$ cat src/rtl/pipeline_stall_ctrl.sv
// pipeline_stall_ctrl: resolves cache waits, load-use hazards and branch flushes into pipeline stall/bubble/flush controls.
module pipeline_stall_ctrl #(
  parameter int REG_W = 3,
  parameter int CNT_W = 16
) (
  input  logic             clk,
  input  logic             rst_n,
  input  logic             imem_req,
  input  logic             imem_resp,
  input  logic             dmem_req,
  input  logic             dmem_resp,
  input  logic [REG_W-1:0] id_sr1,
  input  logic [REG_W-1:0] id_sr2,
  input  logic             id_uses_sr1,
  input  logic             id_uses_sr2,
  input  logic             ex_valid,
  input  logic             ex_is_load,
  input  logic [REG_W-1:0] ex_dest,
  input  logic             br_taken,
  output logic             stall_if_id,
  output logic             stall_id_ex,
  output logic             stall_ex_mem,
  output logic             stall_mem_wb,
  output logic             bubble_id_ex,
  output logic             flush_if_id,
  output logic             flush_ex_mem,
  output logic [1:0]       state_o,
  output logic [CNT_W-1:0] dstall_cnt,
  output logic [CNT_W-1:0] istall_cnt,
  output logic [CNT_W-1:0] lu_cnt
);
  typedef enum logic [1:0] {RUN = 2'd0, DSTALL = 2'd1, ISTALL = 2'd2} state_t;
  state_t state, state_nxt;
  logic pending_flush, pending_nxt;
  logic dwait, iwait, lu, flush, lu_bub;
  assign dwait  = dmem_req & ~dmem_resp;
  assign iwait  = imem_req & ~imem_resp;
  assign lu     = ex_valid & ex_is_load &
                  ((id_uses_sr1 & (id_sr1 == ex_dest)) | (id_uses_sr2 & (id_sr2 == ex_dest)));
  assign flush  = ~dwait & (br_taken | pending_flush);
  assign lu_bub = ~dwait & ~flush & ~iwait & lu;
  always_comb begin
    state_nxt    = dwait ? DSTALL : (iwait ? ISTALL : RUN);
    pending_nxt  = dwait & (pending_flush | br_taken);
    // Outputs are gated by rst_n so they drop the instant reset asserts.
    stall_if_id  = rst_n & (dwait | (~flush & (iwait | lu)));
    stall_id_ex  = rst_n & dwait;
    stall_ex_mem = rst_n & dwait;
    stall_mem_wb = rst_n & dwait;
    bubble_id_ex = rst_n & (flush | (~dwait & (iwait | lu)));
    flush_if_id  = rst_n & flush;
    flush_ex_mem = rst_n & flush;
  end
  always_ff @(posedge clk or negedge rst_n) begin
    if (!rst_n) begin
      state         <= RUN;
      pending_flush <= 1'b0;
      dstall_cnt    <= '0;
      istall_cnt    <= '0;
      lu_cnt        <= '0;
    end else begin
      state         <= state_nxt;
      pending_flush <= pending_nxt;
      dstall_cnt    <= dstall_cnt + CNT_W'((state == DSTALL) && ~&dstall_cnt);
      istall_cnt    <= istall_cnt + CNT_W'((state == ISTALL) && ~&istall_cnt);
      lu_cnt        <= lu_cnt + CNT_W'(lu_bub && ~&lu_cnt);
    end
  end
  assign state_o = state;
endmodule

$ cat config.mk
export PLATFORM = sky130hd
export DESIGN_NAME = pipeline_stall_ctrl
export DESIGN_NICKNAME = d
export VERILOG_FILES = /design/src/rtl/pipeline_stall_ctrl.sv
export SDC_FILE = /design/constraint.sdc
export NUM_CORES = 1
export LEC_CHECK = 0
export BUFFER_PORTS_ARGS = -buffer_cell sky130_fd_sc_hd__buf_2
export CAP_MARGIN = 10
export CORE_MARGIN = 8
export CORE_UTILIZATION = 56
export CTS_BUF_LIST = sky130_fd_sc_hd__clkbuf_2
export DETAILED_ROUTE_END_ITERATION = 8
export PLACE_DENSITY = 0.95
export SYNTH_ARGS = -nofsm -noshare
export SYNTH_HDL_FRONTEND = slang
export SYNTH_SLANG_ARGS = --single-unit
export TNS_END_PERCENT = 10
$ cat constraint.sdc
create_clock -name clk -period 6.73 [get_ports clk]
set_clock_uncertainty 0.15 [all_clocks]
set_input_delay 0.673 -clock clk [delete_from_list [all_inputs] [get_ports clk]]
set_output_delay 0.673 -clock clk [all_outputs]
set_load 0.02 [all_outputs]
==> metrics.csv, run 1 <==
stage;metric;value;unit
outcome;status;finished, final reports clean;
clock_tree;ctsResizeCount;0;
worst_setup_path;reg2reg_from;istall_cnt[11]$_DFF_PN0_;
worst_setup_path;critPathTopFamily;buffers and inverters;
grt;track_usage;0.164;
worst_setup_path;cp.required;5.91;ns
clock_tree;cts.path.max_buffers;2;
grt;grt_pass1_vias;1902;
sta;maxSlewHeadroom;0.565;
yosys;syn_nets;236;
floorplanning;die-area;0.00651;mm^2
run;max-cap-violations;0;
sta;max_slew.worst_pin.slew;0.653;ns
worst_hold_path;hold_path.class;input pin to asynchronous set/reset pin;
yosys;syn_area_per_cell;11.2;um^2
sta;setup_tns;0;ns
yosys;syn_area;0.00234;mm^2
worst_setup_path;slowest_stage;buf_4;
placed_design;io_buffers;76;
sta;rsz0062_at_grt;no;
final_layout;n_antenna_cell;0;
clock_tree;clock_sinks;51;
sta;fmax;363;MHz
yosys;synth_cell_types;25;
drt;routedWlPerCell;14.9;um
sta;slew_violations;0;
sta;hold_viol_final;0;
clock_tree;cts_root_buffer;clkbuf_2;
grt;grt_pass1_wl;8.54;mm
pwr;switching_share;0.350;
floorplanning;placementRows;23;
yosys;synth_cells;209;
floorplanning;initial_core_util;0.582;
final_layout;final_common_cell;buf_2;
worst_setup_path;end_kind;primary output;
drt;route.detailed.drc;0;
floorplanning;die_y;80.7;um
floorplanning;ioPinCount;77;
clock_tree;clk_latency;0.43;ns
floorplanning;core_area;0.00403;mm^2
drt;drt_iter0_markers;104;
clock_tree;post_cts.repair.setup_buffers;0;
drt;avgViaCountPerCell;5.26;
yosys;synth_mux_area_frac;0;
final_layout;area_growth;19.9;%
worst_setup_path;path_common_cell;buf_2;
placed_design;dp_hpwl;3.90;mm
yosys;synth_top_family_by_area;simple AND/OR/NAND/NOR gates;
worst_setup_path;path_class;input pin to primary output;
yosys;ys_ff_latch;51;
pwr;total_power;0.643;mW
pwr;p_leak;1.51;nW
yosys;synth-simple-area-share;0.204;
sta;post-route-period-util;0.409;
pwr;power_switching;0.225;mW
clock_tree;htreeDepth;2;
final_layout;fillers;306;
final_layout;mostFrequentLayoutCells;buf_2 (76), dfrtp_1 (51), xnor2_1 (36), nand2_1 (20), nand3_1 (17);
worst_setup_path;path_buf_inv;3;
drt;firstDrtPassIters;4;
pwr;pwr-share-comb;0.215;
clock_tree;cts_tree;yes;
worst_setup_path;critPathLaunchType;input pin;
yosys;synth_warnings;0;
grt;grt_max_degree;56;
yosys;synthAdderAreaFrac;0.0374;
sta;setup_viol;0;
grt;grt_antenna_before_repair;0;
floorplanning;die_w;80.7;um
placed_design;gp_congestion;0.767;
worst_setup_path;worst_path_largest_cell_delay;0.52;ns
clock_tree;cts_hold_buf;0;
pwr;pwr-share-clk;0.185;
pwr;p_int;0.418;mW
worst_setup_path;cp_max_fo;55;
worst_setup_path;arrival;1.93;ns
sta;finalCriticalPeriod;2.76;ns
final_layout;layout-drive-gt1-share;0.310;
drt;drt_wl_total;5.07;mm
yosys;synthXorXnorAreaFrac;0.179;
clock_tree;clk_pin_slew;0.26;ns
worst_setup_path;path_cells;buf_2, buf_4, and2_1, a41oi_1, o21ai_0, buf_2;
yosys;yosysSeqAreaShare;0.544;
pwr;pwr-share-seq;0.600;
grt;grt_overflow_total;0;
drt;antenna_left;0;
yosys;synth_compound_area_frac;0.0165;
pwr;p_per_area;229;mW/mm^2
pwr;vdd_drop_max;163;uV
clock_tree;cts_buffers;5;
worst_setup_path;crit_path_start;rst_n;
drt;via_count;1789;
final_layout;final_nets;316;
==> worst register-to-register path, stage by stage, from the launching register on <==
cell and delay [ns]:
dfrtp_1 0.48, and3_1 0.22, and3_1 0.21, a21oi_1 0.13, ha_1 0.21, ha_1 0.22, nand3_2 0.13, or3_4 0.38
nor2_2 0.11, xor2_1 0.14
==> path summary, 6_finish.rpt <==
path | to | slack (ns) | depth (start not counted)
worst max-delay path | stall_if_id | 3.97 | 6
worst min-delay path | istall_cnt[9]$_DFF_PN0_ | 0.15 | 2
max in group asynchronous | dstall_cnt[15]$_DFF_PN0_ | 5.82 | 2
min in group clk | istall_cnt[12]$_DFF_PN0_ | 0.36 | 1
worst min register to register | istall_cnt[12]$_DFF_PN0_ | 0.36 | 1
worst max register to register | istall_cnt[14]$_DFF_PN0_ | 4.30 | 9
==> routing by layer <==
| layer | track usage | share of wire | up-vias | wire length (um) |
|---|---|---|---|---|
| li1 | - | - | 872 | - |
| met1 | 0.189 | 0.42 | 856 | 2140 |
| met4 | 0.0643 | 0.012 | 0 | 62 |
| met5 | 0 | 0 | - | 0 |
| met3 | 0.0491 | 0.079 | 5 | 399 |
| met2 | 0.279 | 0.49 | 56 | 2470 |
==> synth_stat cells <==
cell type | n | area [um^2]
dfrtp_1 | 51 | 1280
nand4_1 | 9 | 56.3
a21oi_1 | 1 | 5.00
and4_1 | 8 | 70.1
ha_1 | 7 | 87.6
buf_4 | 3 | 22.5
a41oi_1 | 1 | 8.76
xor2_1 | 12 | 105
nor4_1 | 1 | 6.26
nand2_1 | 20 | 75.1
nand3_2 | 2 | 20.0
or3_4 | 1 | 11.3
inv_1 | 4 | 15.0
nor2_1 | 14 | 52.6
buf_2 | 1 | 5.00
nor3_1 | 3 | 15.0
and2_1 | 2 | 12.5
a31oi_1 | 2 | 12.5
nor2_2 | 2 | 12.5
o211ai_1 | 1 | 7.51
xnor2_1 | 36 | 315
and3_1 | 7 | 43.8
nand3_1 | 17 | 85.1
nand2b_1 | 3 | 18.8
o21ai_0 | 1 | 5.00
==> cell families (layout without fill, tap and decap cells) <==
| group | count (synthesis) | in the layout |
|---|---|---|
| buffers and inverters | 8 | 89 |
| flip-flops | 51 | 51 |
| AND/OR/NAND/NOR | 89 | 89 |
| adder cells (fa/ha/maj) | 7 | 7 |
| XOR/XNOR | 48 | 48 |
| AO/OA/AOI/OAI | 6 | 6 |
==> sequential cells by signal (all words and copies together) (netlist names) <==
| signal | count |
|---|---|
| dstall_cnt | 16 |
| istall_cnt | 16 |
| lu_cnt | 16 |
| state_o | 2 |
| pending_flush | 1 |
==> per-stage QoR <==
stage           util  hold slack, ns  cells  setup slack (ns)  area [um^2]
6_report       0.698           0.155    340              3.97         2810
5_1_grt        0.698           0.158    340              3.80         2810
4_1_cts        0.698           0.162    340              3.94         2810
3_5_place_dp   0.687           0.330    332              3.95         2770
3_3_place_gp   0.687           0.319    332              4.00         2770
2_1_floorplan      -           0.227    209              4.31         2340
==> power groups by stage <==
stage	combinational [mW]	sequential, mW	clock [mW]
after floorplan	0.0380	0.424	0
after global placement	0.136	0.388	0
after detailed placement	0.140	0.391	0
after CTS	0.142	0.385	0.124
after global routing	0.152	0.392	0.137
final	0.138	0.386	0.119
==> area by class of cell <==
| cell class | instances | area (um^2) | share of cell area |
|---|---|---|---|
| sequential | 51 | 1280 | 0.454 |
| clock inverter | 2 | 12.5 | 0.00445 |
| clock buffer | 6 | 30.0 | 0.0107 |
| multi-input combinational | 150 | 1030 | 0.365 |
| tap | 50 | 62.6 | 0.0223 |
| timing repair buffer | 77 | 388 | 0.138 |
| inverter | 4 | 15.0 | 0.00534 |
Power figures use the tool's default switching activity.
==> run 2: changes to the inputs <==
Settings changed: CORE_UTILIZATION 56 to 47, PLACE_DENSITY 0.95 to 0.88.
Clock period 6.73 ns to 2.5 ns, I/O delays scaled along.
==> metrics.csv, run 2 (synthesis results as in run 1) <==
stage;metric;value;unit;change
drt;maxUsedRoutingLayer;met4;;
drt;antenna_left;0;;unchanged
sta;setup_tns;0;ns;unchanged
drt;drt_wl_total;5.29;mm;+4.3%
drt;avgViaCountPerCell;4.99;;-5.1%
grt;grt_pass1_wl;8.69;mm;+1.7%
placed_design;io_buffers;76;;unchanged
sta;post-route-period-util;0.960;;
grt;grt_pass1_vias;1959;;+3.0%
worst_setup_path;worst_path_largest_cell_delay;0.47;ns;-0.05 ns
floorplanning;placementRows;25;;+8.7%
placed_design;gp_congestion;0.816;;+6.3%
worst_setup_path;path_buf_inv;0;;-3
drt;firstDrtPassIters;4;;unchanged
pwr;p_leak;1.56;nW;+3.9%
final_layout;reg.largest.list;dstall_cnt: 16 flops, istall_cnt: 16 flops, lu_cnt: 16 flops;;
drt;wl_met2;2.56;mm;+3.4%
clock_tree;cts_root_buffer;clkbuf_2;;
floorplanning;ioPinCount;77;;unchanged
clock_tree;cts_buffers;5;;unchanged
worst_setup_path;path_cells;and3_1, and3_1, a21oi_1, ha_2, ha_2, nand3_2, or3_4, nor2_2, xor2_1;;
sta;hold_viol_final;0;;unchanged
worst_setup_path;cp.required;2.71;ns;-3.20 ns
final_layout;n_antenna_cell;0;;unchanged
run;max-cap-violations;0;;unchanged
floorplanning;die_y;86.6;um;+7.3%
drt;routedWlPerCell;14.3;um;-4.2%
pwr;vdd_drop_max;274;uV;+69%
worst_setup_path;slowest_stage;dfrtp_1;;
sta;setup_viol;0;;unchanged
floorplanning;core_area;0.00475;mm^2;+18%
sta;rsz0062_at_grt;yes;;
floorplanning;initial_core_util;0.493;;-0.0888
final_layout;finish.instance_area;0.00297;mm^2;+5.7%
sta;slew_violations;0;;unchanged
floorplanning;die-area;0.00750;mm^2;+15%
grt;track_usage;0.144;;-0.0201
clock_tree;clk_latency;0.41;ns;-0.02 ns
drt;wirelength_met1;2.29;mm;+7.3%
final_layout;layout-drive-gt1-share;0.337;;+0.0263
sta;finalCriticalPeriod;2.40;ns;
sta;maxSlewHeadroom;0.593;;+0.0281
placed_design;dp_hpwl;4.09;mm;+4.9%
final_layout;final_nets;329;;+4.1%
final_layout;mostFrequentLayoutCells;buf_2 (76), dfrtp_1 (50), xnor2_1 (36), nand2_1 (20), nand3_1 (16);;
grt;grt_antenna_before_repair;0;;unchanged
clock_tree;cts.path.max_buffers;2;;unchanged
floorplanning;die_w;86.6;um;+7.3%
worst_hold_path;hold_path.class;input pin to asynchronous set/reset pin;;
worst_setup_path;end_kind;flip-flop;;
drt;drt_iter0_markers;45;;-57%
final_layout;final_common_cell;buf_2;;
worst_setup_path;path_class;flip-flop to flip-flop;;
sta;max_slew.worst_pin.slew;0.611;ns;-0.0422 ns
outcome;status;finished, final reports clean;;
clock_tree;cts_tree;yes;;
grt;grt_overflow_total;0;;unchanged
drt;dr_wl_met3;375;um;-6.0%
clock_tree;clk_pin_slew;0.23;ns;-0.03 ns
worst_setup_path;cp_max_fo;4;;-93%
drt;route.detailed.drc;0;;unchanged
clock_tree;clock_sinks;51;;unchanged
placed_design;dp.cells;351;;+5.7%
sta;fmax;417;MHz;
final_layout;layout.cells.non_filler;370;;+8.8%
final_layout;area_growth;26.7;%;
clock_tree;htreeDepth;2;;unchanged
worst_setup_path;arrival;2.61;ns;+0.68 ns
worst_setup_path;critPathLaunchType;flip-flop;;
drt;via_count;1847;;+3.2%
placed_design;dpl_cell_area;0.00280;mm^2;+1.3%
grt;grt_max_degree;51;;-8.9%
worst_setup_path;critPathTopFamily;simple AND/OR/NAND/NOR gates;;
pwr;p_per_area;585;mW/mm^2;+160%
run 2: cell types whose count changed in the layout (fill, tap and decap cells not counted):
cell           before  now
dlygate4sd3_1       0    7
buf_4               1    7
ha_1                7    5
ha_2                0    2
dfrtp_1            51   50
dfrtp_2             0    1
nand3_1            17   16
nand3_2             2    3
nor2_1             14   13
nor2_4              0    1
nor3_1              3    2
nor3_2              0    1
run 2: what timing repair did:
item                                    CTS  global route
hold buffers                              7             0
setup buffers                             0             4
endpoints found under the setup margin    0            12
gates resized for setup                   0             7
endpoints found under the hold margin    54             0
run 2: final timing paths:
kind / from / end / slack (ns) / depth (start not counted)
worst max register to register: istall_cnt[11]$_DFF_PN0_ / istall_cnt[12]$_DFF_PN0_ / 0.1 / 9
worst min register to register: istall_cnt[15]$_DFF_PN0_ / istall_cnt[15]$_DFF_PN0_ / 0.36 / 1
min in group clk: br_taken / lu_cnt[0]$_DFF_PN0_ / 0.22 / 5
worst min-delay path: rst_n / pending_flush$_DFF_PN0_ / 0.07 / 2
worst max-delay path: istall_cnt[11]$_DFF_PN0_ / istall_cnt[12]$_DFF_PN0_ / 0.1 / 9
max in group asynchronous: rst_n / dstall_cnt[6]$_DFF_PN0_ / 1.31 / 3
run 2: cell type report:
type	instances	area, um^2
timing repair buffer	90	503
tap	67	83.8
fill	387	1780
sequential	51	1280
clock buffer	6	30.0
multi-input combinational	150	1050
inverter	4	15.0
clock inverter	2	12.5
run 2: through the flow:
step | total power, mW | setup WS [ns] | utilization | hold WS (ns)
2_1_floorplan | 1.24 | 0.155 | - | -0.196
3_3_place_gp | 1.41 | 0.186 | 0.590 | -0.0896
3_5_place_dp | 1.44 | 0.0636 | 0.590 | -0.0852
4_1_cts | 1.76 | 0.0320 | 0.613 | 0.0326
5_1_grt | 1.83 | -0.0207 | 0.625 | 0.0436
6_report | 1.74 | 0.0994 | 0.625 | 0.0729
run 2: worst reg2reg max path, delay by kind of cell, from the launching register on:
family,cells,cell delay (ns)
adders and majority gates,2,0.40
DFF,1,0.47
xor gates and xnor gates,1,0.17
and+or+nand+nor,5,1.03
AOI/OAI and AO/OA,1,0.13
run 2: report_power, final:
part | switching (mW) | leakage, nW | internal (mW)
clock | 0.246 | 0.0290 | 0.0713
combinational | 0.241 | 0.844 | 0.148
sequential | 0.116 | 0.690 | 0.916
total | 0.604 | 1.56 | 1.14
run 2: routing by layer:
layer | GRT usage | vias to the layer above
met2 | 0.235 | 59
li1 | - | 897
met3 | 0.0529 | 7
met5 | 0 | -
met4 | 0.0579 | 0
met1 | 0.166 | 884
==> run 3: changes to the inputs <==
Settings changed: PLACE_DENSITY 0.88 to 0.82, SETUP_SLACK_MARGIN set to 0.2.
==> metrics.csv, run 3 (synthesis results as in run 1) <==
stage;metric;value;unit;change
grt;track_usage;0.147;;+0.00334
drt;antenna_left;0;;unchanged
placed_design;dp_hpwl;3.93;mm;-3.8%
drt;avgViaCountPerCell;4.97;;-0.53%
floorplanning;die_w;86.6;um;unchanged
worst_setup_path;path_cells;and3_4, and3_4, a21oi_2, ha_2, ha_4, nand3_4, or3_4, nor2_4, xor2_1;;
drt;drt_wl_total;5.53;mm;+4.6%
final_layout;n_antenna_cell;0;;unchanged
sta;fmax;438;MHz;+5.3%
worst_setup_path;end_kind;flip-flop;;
grt;grt_use_met3;0.0614;;+0.00851
placed_design;dpl_cell_area;0.00280;mm^2;-0.18%
worst_setup_path;path_common_cell;and3_4;;
outcome;status;finished, final reports clean;;
sta;maxSlewHeadroom;0.584;;-0.00886
sta;max_slew.worst_pin.slew;0.624;ns;+0.0133 ns
drt;firstDrtPassIters;4;;unchanged
sta;hold_viol_final;0;;unchanged
sta;slew_violations;0;;unchanged
floorplanning;core_area;0.00475;mm^2;unchanged
grt;busiest_layer;met2;;
grt;grt_overflow_total;0;;unchanged
drt;via_count;1867;;+1.1%
final_layout;final_nets;335;;+1.8%
placed_design;dp.cells;350;;-0.28%
worst_setup_path;critPathLaunchType;flip-flop;;
worst_setup_path;worst_path_largest_cell_delay;0.46;ns;about the same
clock_tree;cts_tree;yes;;
drt;routedWlPerCell;14.7;um;+2.9%
sta;rsz0062_at_grt;yes;;
floorplanning;ioPinCount;77;;unchanged
clock_tree;htreeDepth;2;;unchanged
drt;route.detailed.drc;0;;unchanged
grt;met1_usage;0.177;;+0.0113
sta;finalCriticalPeriod;2.28;ns;-0.120 ns
clock_tree;clk_pin_slew;0.25;ns;+0.02 ns
final_layout;reg.largest.list;dstall_cnt: 16 flops, istall_cnt: 16 flops, lu_cnt: 16 flops;;
grt;met2_usage;0.234;;-0.00139
floorplanning;placementRows;25;;unchanged
final_layout;final_common_cell;buf_2;;
grt;grt_pass1_wl;8.85;mm;+1.8%
worst_hold_path;hold_path.class;input pin to flip-flop;;
pwr;vdd_drop_max;324;uV;+18%
final_layout;area_growth;31.4;%;
floorplanning;initial_core_util;0.493;;unchanged
grt;grt_antenna_before_repair;0;;unchanged
sta;final.setup.worst_slack;0.219;ns;+0.120 ns
clock_tree;clk_latency;0.42;ns;about the same
sta;setup_tns;0;ns;unchanged
worst_setup_path;cp_max_fo;3;;-1
pwr;p_leak;1.58;nW;+1.4%
sta;setup_viol;0;;unchanged
placed_design;gp_congestion;0.840;;+3.0%
placed_design;io_buffers;76;;unchanged
final_layout;mostFrequentLayoutCells;buf_2 (76), dfrtp_1 (49), xnor2_1 (36), nand2_1 (20), nand3_1 (16);;
clock_tree;cts_buffers;5;;unchanged
grt;grt_pass1_vias;1930;;-1.5%
final_layout;finish.instance_area;0.00308;mm^2;+3.7%
pwr;p_per_area;573;mW/mm^2;-2.1%
worst_setup_path;path_class;flip-flop to flip-flop;;
final_layout;layout.cells.non_filler;376;;+1.6%
worst_setup_path;cp.required;2.72;ns;about the same
pwr;total_power;1.77;mW;+1.5%
run;max-cap-violations;0;;unchanged
clock_tree;cts_root_buffer;clkbuf_2;;
clock_tree;cts.path.max_buffers;2;;unchanged
worst_setup_path;reg2reg_slack;0.22;ns;+0.12 ns
sta;post-route-period-util;0.912;;-0.0479
floorplanning;die-area;0.00750;mm^2;unchanged
final_layout;layout-drive-gt1-share;0.366;;+0.0291
drt;drt_iter0_markers;47;;+4.4%
clock_tree;clock_sinks;51;;unchanged
worst_setup_path;slowest_stage;dfrtp_1;;
placed_design;post-place-ws;0.0750;ns;+0.0114 ns
worst_setup_path;arrival;2.50;ns;-0.11 ns
grt;grt_max_degree;51;;unchanged
floorplanning;die_y;86.6;um;unchanged
## run 3: cell count changes in the layout (fill, tap and decap cells not counted), moves of 2 or more
cell | before | now
buf_4 | 7 | 12
and3_1 | 7 | 5
and3_4 | 0 | 2
nand3_2 | 3 | 1
nand3_4 | 0 | 2
nor2_2 | 2 | 0
nor2_4 | 1 | 3
## run 3: layer usage
metal  share of wire  vias to the layer above  wire length [um]
met5               0                        -                 0
met3           0.081                        4               449
met1            0.44                      889              2450
met4          0.0061                        0                34
li1                -                      908                 -
met2            0.47                       66              2590
## run 3: layout make-up
| cell class | instances | area [um^2] |
|---|---|---|
| multi-input combinational | 150 | 1110 |
| sequential | 51 | 1280 |
| timing repair buffer | 96 | 551 |
| tap | 67 | 83.8 |
| clock buffer | 5 | 25.0 |
| inverter | 4 | 15.0 |
| clock inverter | 3 | 20.0 |
| fill | 395 | 1670 |
## run 3: final timing paths
kind,depth (start not counted),to,from
min reg2reg,1,dstall_cnt[11]$_DFF_PN0_,dstall_cnt[11]$_DFF_PN0_
max,9,istall_cnt[14]$_DFF_PN0_,istall_cnt[10]$_DFF_PN0_
min in group asynchronous,3,istall_cnt[12]$_DFF_PN0_,rst_n
min,5,lu_cnt[0]$_DFF_PN0_,br_taken
max reg2reg,9,istall_cnt[14]$_DFF_PN0_,istall_cnt[10]$_DFF_PN0_
max in group asynchronous,3,lu_cnt[2]$_DFF_PN0_,rst_n
## run 3: metrics by stage
step                      hold WS, ns   util
after floorplan                -0.196      -
after global placement        -0.0891  0.589
after detailed placement      -0.0881  0.589
after CTS                      0.0117  0.624
after global routing            0.177  0.648
final                           0.221  0.648
## run 3: repair_timing
action,CTS,global route
setup endpoints to repair,11,20
buffers inserted,5,5
resized for setup,3,16
gates cloned,0,0
pin swaps,0,8
hold buffers,7,1
hold endpoints to repair,54,1
## run 3: power breakdown
| part | switching, mW | internal (mW) |
|---|---|---|
| clock network | 0.253 | 0.0673 |
| registers | 0.127 | 0.916 |
| logic | 0.245 | 0.157 |
## run 3: worst max-delay path: cells and delay by family (launching register included)
kind | cells | cell delay, ns
xor gates and xnor gates | 1 | 0.14
AOI/OAI and AO/OA | 1 | 0.12
adders and majority gates | 2 | 0.39
DFF | 1 | 0.46
and+or+nand+nor | 5 | 0.97
